<file path="config.mk">
export PLATFORM = sky130hd
export DESIGN_NAME = hdmi_marker_ctrl_flat
export DESIGN_NICKNAME = d
export VERILOG_FILES = /design/src/rtl/hdmi_dbg_pkg.sv /design/src/rtl/hdmi_marker_ctrl_if.sv /design/src/rtl/marker_sat_alu.sv /design/src/rtl/hdmi_marker_ctrl.sv /design/src/flat_wrapper.sv
export SDC_FILE = /design/constraint.sdc
export NUM_CORES = 1
export LEC_CHECK = 0
export CAP_MARGIN = 10
export CORE_MARGIN = 3
export CORE_UTILIZATION = 50
export DETAILED_ROUTE_END_ITERATION = 10
export PLACE_DENSITY = 0.78
export SYNTH_ARGS = -nofsm -noshare
export SYNTH_HDL_FRONTEND = slang
export SYNTH_HIERARCHICAL = 1
export SYNTH_SLANG_ARGS = --single-unit
</file>
<file path="constraint.sdc">
create_clock -name clk -period 5.1 [get_ports clk]
set_clock_uncertainty 0.1 [all_clocks]
set_input_delay 0.51 -clock clk [delete_from_list [all_inputs] [get_ports clk]]
set_output_delay 0.51 -clock clk [all_outputs]
set_load 0.05 [all_outputs]
</file>
<file path="src/rtl/hdmi_dbg_pkg.sv">
// hdmi_dbg_pkg
// Shared constants for the HDMI debug pattern generator and marker controller:
// command opcodes, FSM state encoding, raster timing/active-window constants and
// the saturating clamp helper used by the marker arithmetic.
// Ports: none (package).

package hdmi_dbg_pkg;

    // Marker command opcodes
    typedef enum logic [2:0] {
        OpNop    = 3'd0,
        OpLeft   = 3'd1,
        OpRight  = 3'd2,
        OpUp     = 3'd3,
        OpDown   = 3'd4,
        OpSet    = 3'd5,
        OpCenter = 3'd6
    } op_e;

    // Marker controller FSM
    typedef enum logic {
        StIdle = 1'b0,
        StExec = 1'b1
    } ctrl_state_e;

    // Raster timing of the pattern generator
    localparam int unsigned HTotal     = 800;
    localparam int unsigned VTotal     = 525;
    localparam int unsigned ColActMin  = 144;
    localparam int unsigned ColActMax  = 783;
    localparam int unsigned LineActMin = 36;
    localparam int unsigned LineActMax = 515;
    localparam int unsigned ColCenter  = 464;
    localparam int unsigned LineCenter = 276;

    // Clamp a signed 17-bit intermediate into [lo, hi]; bounds are always positive.
    function automatic logic [15:0] sat17(logic signed [16:0] v,
                                          logic signed [16:0] lo,
                                          logic signed [16:0] hi);
        logic signed [16:0] r;
        if (v < lo) begin
            r = lo;
        end else if (v > hi) begin
            r = hi;
        end else begin
            r = v;
        end
        return r[15:0];
    endfunction

endpackage

</file>
<file path="src/rtl/hdmi_marker_ctrl_if.sv">
// hdmi_marker_ctrl_if
// Command bus between the two marker requesters and the marker controller.
// Signals:
//   req_valid  [1:0]  per-requester command valid
//   req_cmd0/1 [2:0]  opcode (see hdmi_dbg_pkg::op_e)
//   req_step0/1 [7:0] step for relative moves
//   req_col0/1, req_line0/1 [15:0] absolute target for SET
//   req_ready  [1:0]  one-cycle acknowledge per requester
// Modports: master (requester side), slave (controller side).

interface hdmi_marker_ctrl_if;

    logic [1:0]  req_valid;
    logic [2:0]  req_cmd0;
    logic [2:0]  req_cmd1;
    logic [7:0]  req_step0;
    logic [7:0]  req_step1;
    logic [15:0] req_col0;
    logic [15:0] req_col1;
    logic [15:0] req_line0;
    logic [15:0] req_line1;
    logic [1:0]  req_ready;

    modport master (
        output req_valid, req_cmd0, req_cmd1, req_step0, req_step1,
               req_col0, req_col1, req_line0, req_line1,
        input  req_ready
    );

    modport slave (
        input  req_valid, req_cmd0, req_cmd1, req_step0, req_step1,
               req_col0, req_col1, req_line0, req_line1,
        output req_ready
    );

endinterface

</file>
<file path="src/rtl/marker_sat_alu.sv">
// marker_sat_alu
// Combinational saturating update of one marker axis.
// Ports:
//   i_dec    subtract step, clamp at MinVal
//   i_inc    add step, clamp at MaxVal
//   i_set    load i_abs clamped into [MinVal, MaxVal]
//   i_center load RstVal
//   i_cur    current shadow value
//   i_step   relative step
//   i_abs    absolute target
//   o_nxt    next shadow value (i_cur when no operation selected)

module marker_sat_alu
    import hdmi_dbg_pkg::*;
#(
    parameter int unsigned MinVal = 144,
    parameter int unsigned MaxVal = 783,
    parameter int unsigned RstVal = 464
) (
    input  logic        i_dec,
    input  logic        i_inc,
    input  logic        i_set,
    input  logic        i_center,
    input  logic [15:0] i_cur,
    input  logic [7:0]  i_step,
    input  logic [15:0] i_abs,
    output logic [15:0] o_nxt
);

    localparam logic signed [16:0] LimMin = 17'(MinVal);
    localparam logic signed [16:0] LimMax = 17'(MaxVal);

    logic signed [16:0] w_cur;
    logic signed [16:0] w_step;
    logic signed [16:0] w_abs;
    logic signed [16:0] w_sum;
    logic signed [16:0] w_diff;

    assign w_cur  = signed'({1'b0, i_cur});
    assign w_step = signed'({9'd0, i_step});
    assign w_abs  = signed'({1'b0, i_abs});
    assign w_sum  = w_cur + w_step;
    assign w_diff = w_cur - w_step;

    always_comb begin
        o_nxt = i_cur;
        if (i_center) begin
            o_nxt = 16'(RstVal);
        end else if (i_set) begin
            o_nxt = sat17(w_abs, LimMin, LimMax);
        end else if (i_dec) begin
            o_nxt = sat17(w_diff, LimMin, LimMax);
        end else if (i_inc) begin
            o_nxt = sat17(w_sum, LimMin, LimMax);
        end
    end

endmodule

</file>
<file path="src/rtl/hdmi_marker_ctrl.sv">
// hdmi_marker_ctrl
// Marker-position controller: round-robin arbitration of two requesters, saturating
// update of a shadow position, and tear-free commit of the shadow to colom/Line on
// the falling edge of VSync.
// Ports:
//   clk, rstn    pixel clock, async active-low reset
//   vsync_in     generator VSync (active low)
//   freeze       blocks commits while high
//   req_if       command bus (slave modport)
//   colom, Line  committed marker position
//   dirty        shadow differs from committed, commit pending
//   commit       one-cycle pulse per commit
//   commit_cnt   wrapping commit counter

module hdmi_marker_ctrl
    import hdmi_dbg_pkg::*;
#(
    parameter int unsigned COL_MIN  = ColActMin,
    parameter int unsigned COL_MAX  = ColActMax,
    parameter int unsigned LINE_MIN = LineActMin,
    parameter int unsigned LINE_MAX = LineActMax,
    parameter int unsigned COL_RST  = ColCenter,
    parameter int unsigned LINE_RST = LineCenter
) (
    input  logic                clk,
    input  logic                rstn,
    input  logic                vsync_in,
    input  logic                freeze,
    hdmi_marker_ctrl_if.slave   req_if,
    output logic [15:0]         colom,
    output logic [15:0]         Line,
    output logic                dirty,
    output logic                commit,
    output logic [15:0]         commit_cnt
);

    ctrl_state_e r_state;
    ctrl_state_e w_state_d;
    logic        r_grant;
    logic        w_grant_d;
    logic        r_last;
    logic        w_last_d;
    logic [1:0]  w_ready;

    logic        r_vsync;
    logic [15:0] r_sh_col;
    logic [15:0] r_sh_line;
    logic [15:0] r_col;
    logic [15:0] r_line;
    logic [15:0] r_cnt;
    logic        r_dirty;
    logic        r_commit;

    logic        w_exec;
    logic [2:0]  w_cmd;
    logic [7:0]  w_step;
    logic [15:0] w_abs_col;
    logic [15:0] w_abs_line;
    logic [15:0] w_col_nxt;
    logic [15:0] w_line_nxt;
    logic        w_vsync_fall;
    logic        w_commit;
    logic [15:0] w_com_col_d;
    logic [15:0] w_com_line_d;
    logic        w_dirty_d;

    // FSM / arbiter next state
    always_comb begin
        w_state_d = r_state;
        w_grant_d = r_grant;
        w_last_d  = r_last;
        w_ready   = 2'b00;
        unique case (r_state)
            StIdle: begin
                if (|req_if.req_valid) begin
                    // On a tie the requester not served last wins
                    w_grant_d = (&req_if.req_valid) ? ~r_last : req_if.req_valid[1];
                    w_last_d  = w_grant_d;
                    w_state_d = StExec;
                end
            end
            StExec: begin
                w_ready[r_grant] = 1'b1;
                w_state_d        = StIdle;
            end
        endcase
    end

    assign req_if.req_ready = w_ready;

    always_ff @(posedge clk or negedge rstn) begin
        if (!rstn) begin
            r_state <= StIdle;
            r_grant <= 1'b0;
            r_last  <= 1'b1;
        end else begin
            r_state <= w_state_d;
            r_grant <= w_grant_d;
            r_last  <= w_last_d;
        end
    end

    // Granted command fields, sampled during EXEC
    assign w_exec     = (r_state == StExec);
    assign w_cmd      = r_grant ? req_if.req_cmd1  : req_if.req_cmd0;
    assign w_step     = r_grant ? req_if.req_step1 : req_if.req_step0;
    assign w_abs_col  = r_grant ? req_if.req_col1  : req_if.req_col0;
    assign w_abs_line = r_grant ? req_if.req_line1 : req_if.req_line0;

    marker_sat_alu #(
        .MinVal (COL_MIN),
        .MaxVal (COL_MAX),
        .RstVal (COL_RST)
    ) u_alu_col (
        .i_dec    (w_cmd == OpLeft),
        .i_inc    (w_cmd == OpRight),
        .i_set    (w_cmd == OpSet),
        .i_center (w_cmd == OpCenter),
        .i_cur    (r_sh_col),
        .i_step   (w_step),
        .i_abs    (w_abs_col),
        .o_nxt    (w_col_nxt)
    );

    marker_sat_alu #(
        .MinVal (LINE_MIN),
        .MaxVal (LINE_MAX),
        .RstVal (LINE_RST)
    ) u_alu_line (
        .i_dec    (w_cmd == OpUp),
        .i_inc    (w_cmd == OpDown),
        .i_set    (w_cmd == OpSet),
        .i_center (w_cmd == OpCenter),
        .i_cur    (r_sh_line),
        .i_step   (w_step),
        .i_abs    (w_abs_line),
        .o_nxt    (w_line_nxt)
    );

    // Commit logic: a commit in the same cycle as EXEC takes the pre-update shadow
    assign w_vsync_fall = r_vsync & ~vsync_in;
    assign w_commit     = w_vsync_fall & r_dirty & ~freeze;
    assign w_com_col_d  = w_commit ? r_sh_col  : r_col;
    assign w_com_line_d = w_commit ? r_sh_line : r_line;

    always_comb begin
        w_dirty_d = r_dirty;
        if (w_exec && ((w_col_nxt != w_com_col_d) || (w_line_nxt != w_com_line_d))) begin
            w_dirty_d = 1'b1;
        end else if (w_commit) begin
            w_dirty_d = 1'b0;
        end
    end

    always_ff @(posedge clk or negedge rstn) begin
        if (!rstn) begin
            r_vsync   <= 1'b1;
            r_sh_col  <= 16'(COL_RST);
            r_sh_line <= 16'(LINE_RST);
            r_col     <= 16'(COL_RST);
            r_line    <= 16'(LINE_RST);
            r_cnt     <= 16'd0;
            r_dirty   <= 1'b0;
            r_commit  <= 1'b0;
        end else begin
            r_vsync  <= vsync_in;
            r_dirty  <= w_dirty_d;
            r_commit <= w_commit;
            r_col    <= w_com_col_d;
            r_line   <= w_com_line_d;
            if (w_commit) begin
                r_cnt <= r_cnt + 16'd1;
            end
            if (w_exec) begin
                r_sh_col  <= w_col_nxt;
                r_sh_line <= w_line_nxt;
            end
        end
    end

    assign colom      = r_col;
    assign Line       = r_line;
    assign dirty      = r_dirty;
    assign commit     = r_commit;
    assign commit_cnt = r_cnt;

endmodule

</file>
<file path="src/flat_wrapper.sv">
// flat-port wrapper written by rule: the top's interface ports become plain ports
module hdmi_marker_ctrl_flat import hdmi_dbg_pkg::*;
#(
    parameter int unsigned COL_MIN  = ColActMin,
    parameter int unsigned COL_MAX  = ColActMax,
    parameter int unsigned LINE_MIN = LineActMin,
    parameter int unsigned LINE_MAX = LineActMax,
    parameter int unsigned COL_RST  = ColCenter,
    parameter int unsigned LINE_RST = LineCenter
)
  (clk, rstn, vsync_in, freeze, colom, Line, dirty, commit, commit_cnt, req_if_req_valid, req_if_req_cmd0, req_if_req_cmd1, req_if_req_step0, req_if_req_step1, req_if_req_col0, req_if_req_col1, req_if_req_line0, req_if_req_line1, req_if_req_ready);
  hdmi_marker_ctrl_if req_if_i ();
  input  logic clk;
  input  logic rstn;
  input  logic vsync_in;
  input  logic freeze;
  output logic [15:0] colom;
  output logic [15:0] Line;
  output logic dirty;
  output logic commit;
  output logic [15:0] commit_cnt;
  input wire logic [$bits(req_if_i.req_valid)-1:0] req_if_req_valid;
  input wire logic [$bits(req_if_i.req_cmd0)-1:0] req_if_req_cmd0;
  input wire logic [$bits(req_if_i.req_cmd1)-1:0] req_if_req_cmd1;
  input wire logic [$bits(req_if_i.req_step0)-1:0] req_if_req_step0;
  input wire logic [$bits(req_if_i.req_step1)-1:0] req_if_req_step1;
  input wire logic [$bits(req_if_i.req_col0)-1:0] req_if_req_col0;
  input wire logic [$bits(req_if_i.req_col1)-1:0] req_if_req_col1;
  input wire logic [$bits(req_if_i.req_line0)-1:0] req_if_req_line0;
  input wire logic [$bits(req_if_i.req_line1)-1:0] req_if_req_line1;
  output wire logic [$bits(req_if_i.req_ready)-1:0] req_if_req_ready;
  assign req_if_i.req_valid = req_if_req_valid;
  assign req_if_i.req_cmd0 = req_if_req_cmd0;
  assign req_if_i.req_cmd1 = req_if_req_cmd1;
  assign req_if_i.req_step0 = req_if_req_step0;
  assign req_if_i.req_step1 = req_if_req_step1;
  assign req_if_i.req_col0 = req_if_req_col0;
  assign req_if_i.req_col1 = req_if_req_col1;
  assign req_if_i.req_line0 = req_if_req_line0;
  assign req_if_i.req_line1 = req_if_req_line1;
  assign req_if_req_ready = req_if_i.req_ready;
  hdmi_marker_ctrl #(.COL_MIN(COL_MIN), .COL_MAX(COL_MAX), .LINE_MIN(LINE_MIN), .LINE_MAX(LINE_MAX), .COL_RST(COL_RST), .LINE_RST(LINE_RST)) u_core (.clk(clk), .rstn(rstn), .vsync_in(vsync_in), .freeze(freeze), .req_if(req_if_i), .colom(colom), .Line(Line), .dirty(dirty), .commit(commit), .commit_cnt(commit_cnt));
endmodule
</file>
==> results.sh <==
export IMPL_die_y_um=140
export IMPL_synth_async_sr_flop_share_pct=100
export IMPL_fin_util_pct=68.3
export IMPL_dr_pass1_iters=8
export IMPL_grt_pass1_vias=9266
export IMPL_io_buffers=143
export IMPL_ff_latch_area_sq_um=2170
export IMPL_syn_inst=1088
export IMPL_drt_vias_per_instance=6.25
export IMPL_core_area_sq_um=17400
export IMPL_h_tree_depth=3
export IMPL_multi_input_area_sq_um=6500
export IMPL_io_pin_count=144
export IMPL_synth_cell_types=99
export IMPL_netlist_area_sq_um=8960
export IMPL_peakVddDrop_v=0.000404
export IMPL_fin_setup_tns_ps=0
export IMPL_start_util_pct=51.5
export IMPL_cp_end_kind="flip-flop"
export IMPL_worstMarginPinSlew_ps=865
export IMPL_slew_violations=0
export IMPL_path_clk_slew_ps=70
export IMPL_fmax_mhz=203
export IMPL_path_max_fanout=6
export IMPL_place_gp_congestion=0.994
export IMPL_timing_hold_ws_ps=45.9
export IMPL_antenna_left=0
export IMPL_relSlewSlack_pct=41.8
export IMPL_wl_per_cell_um=20.1
export IMPL_synth_ff_type="dfrtp_1"
export IMPL_p_per_area_nw_per_um2=588
export IMPL_antennaDiodeCount=0
export IMPL_min_path_type="in -> async"
export IMPL_p_total_w=0.00700
export IMPL_dp_cells=1520
export IMPL_routed_wl_um=31100
export IMPL_clock_path_buffers=2
export IMPL_synth_seq_area_share_pct=24.2
export IMPL_clock_latency_ps=350
export IMPL_cts_tree="done"
export IMPL_drtIter0Drc=1006
export IMPL_setup_viol=0
export IMPL_dieWidth_um=140
export IMPL_p_leak_nw=5.22
export IMPL_cts_root_buf="clkbuf_16"
export IMPL_worstSetupStartpointType="flip-flop"
export IMPL_synth_edf_count=0
export IMPL_fin_cells=1545
export IMPL_path_class="reg -> reg"
export IMPL_final_layout_size_suffix_gt1_share_pct=23.5
export IMPL_fp_dieArea_sq_um=19600
export IMPL_nets=1444
export IMPL_grt_usage_pct=30.4
export IMPL_ys_warn_count=6
export IMPL_grt_max_degree=50
export IMPL_area_growth_pct=32.8
export IMPL_drc=0
export IMPL_cts_buffers=9
export IMPL_finalHoldViolations=0
export IMPL_synth_seq_cells=86
export IMPL_critPathArrivalTime_ps=5060
export IMPL_synth_nets=1217
export IMPL_syn_mean_instance_area_sq_um=8.24
export IMPL_synth_top_area_share_pct=19.5
export IMPL_grt_overflow=0
export IMPL_fin_crit_sh_pct=96.8
export IMPL_yosys_top_cells_area="dfrtp_1 20%, mux2_2 8.9%, nand2_1 4.9%"
export IMPL_post_route_min_period_ps=4940
export IMPL_grt_pass1_wl_um=48800
export IMPL_n_fill_cell=1423
export IMPL_status="completed"
export IMPL_num_rows=48
export IMPL_crit_required_ps=5230
export IMPL_dp_hpwl_um=24000
export IMPL_vias=9658
export IMPL_drv_cap=0
export IMPL_yosysTopAreaCell="dfrtp_1"
export IMPL_antenna_found_initial=0
export IMPL_clock_sinks=86
## synth_stat cells, types with 7 or more instances
master / count
nor2b_1: 17
ha_1: 33
nor3b_1: 8
dfstp_2: 16
or3_1: 12
a221oi_1: 11
nand2_1: 116
and3_1: 13
a211oi_1: 9
mux2_2: 71
a21o_1: 17
xor2_1: 33
dfrtp_1: 70
and2_1: 18
or4_1: 7
xnor2_1: 32
o31ai_1: 12
clkbuf_1: 44
nor3_1: 22
inv_1: 66
a21oi_1: 56
o22ai_1: 11
nand3_1: 24
nor2_1: 67
o21ai_0: 54
o211ai_1: 13
nand4_1: 15
a31oi_1: 16
buf_2: 7
nor4_1: 9
o21a_1: 10
nand2b_1: 22
## path summary, 6_finish.rpt
path | from | endpoint | slack, ps | cells after the start
min in group clk | u_core/commit_cnt[15]$_DFFE_PN0N_ | u_core/commit_cnt[15]$_DFFE_PN0N_ | 370 | 1
hold reg to reg | u_core/commit_cnt[15]$_DFFE_PN0N_ | u_core/commit_cnt[15]$_DFFE_PN0N_ | 370 | 1
setup reg to reg | u_core/r_grant$_DFFE_PN0P_ | u_core/dirty$_DFFE_PN0P_ | 160 | 21
setup / recovery | u_core/r_grant$_DFFE_PN0P_ | u_core/dirty$_DFFE_PN0P_ | 160 | 21
hold / removal | rstn | u_core/colom[14]$_DFF_PN0_ | 50 | 1
max in group asynchronous | rstn | u_core/r_grant$_DFFE_PN0P_ | 3860 | 2
## final cells by class
class,instances,share of cell area [%]
sequential,86,18.3
inverter,68,2.17
tap,225,2.37
multi-input combinational,878,54.6
timing repair buffer,272,20.1
clock buffer,9,1.89
clock inverter,7,0.599
## state kept, by name, indices dropped and copies added (netlist names), 16 cells and up
signal	cells
u_core/colom	16
u_core/r_sh_line	16
u_core/commit_cnt	16
u_core/r_sh_col	16
u_core/Line	16
## power breakdown
group          internal [W]  total [W]  switching [W]
Clock              0.000348   0.000659       0.000311
Sequential         0.000893    0.00122       0.000323
Combinational       0.00227    0.00512        0.00286
Total               0.00351    0.00700        0.00349
## critical path, cell delays in order (launching register included)
cell,delay (ps)
dfrtp_2,430
buf_4,130
mux2_2,380
buf_4,170
inv_1,50
ha_2,320
a21o_1,230
buf_4,140
and2_1,170
or4_1,530
a222oi_1,360
o211a_1,240
a21o_1,150
a31oi_1,80
o31ai_2,280
buf_4,190
o22ai_1,80
nor4_1,260
buf_4,160
a22oi_1,70
nor3_2,200
a31oi_1,100
## cell families (layout without fill, tap and decap cells)
group	count (synthesis)	count (layout)	synth area share (%)
simple gates	384	384	22.7
compound gates	313	313	25.6
buf+inv	124	356	5.74
flops	86	86	24.2
mux	79	79	9.92
xor+xnor	65	65	6.35
fa+ha+maj	37	37	5.50
## layer usage
metal  routed length (um)  track usage, %
met5                    0               0
met4                  836            9.03
met3                 2480            5.16
met2                14600            49.8
met1                13200            41.6
## cells in the final DEF, fill, tap and decap left out, types with 9 or more instances in the layout
cell,Yosys,layout
a21o_1,17,17
a21oi_1,56,54
a31oi_1,16,14
and2_1,18,18
and3_1,13,13
buf_4,0,129
clkbuf_16,0,9
clkdlybuf4s50_1,0,142
dfrtp_1,70,69
dfstp_2,16,16
ha_1,33,31
inv_1,66,65
mux2_2,71,68
nand2_1,116,116
nand2b_1,22,22
nand3_1,24,24
nand4_1,15,15
nor2_1,67,64
nor2b_1,17,17
nor3_1,22,21
o211ai_1,13,13
o21a_1,10,10
o21ai_0,54,52
o22ai_1,11,11
o31ai_1,12,10
or3_1,12,12
xnor2_1,32,30
xor2_1,33,33
## metrics by stage
stage / worst slack (ps) / instance area, sq um
after floorplan: 80.9 / 8960
after global placement: -77.0 / 11300
after detailed placement: -188 / 11300
after CTS: 33.0 / 11600
after global routing: -34.8 / 11900
final: 164 / 11900
## what timing repair did
item | CTS | global route
resized for setup | 0 | 47
setup endpoints to repair | 0 | 1
hold buffers | 0 | 0
buffers inserted | 0 | 9
Power figures use the tool's default switching activity.
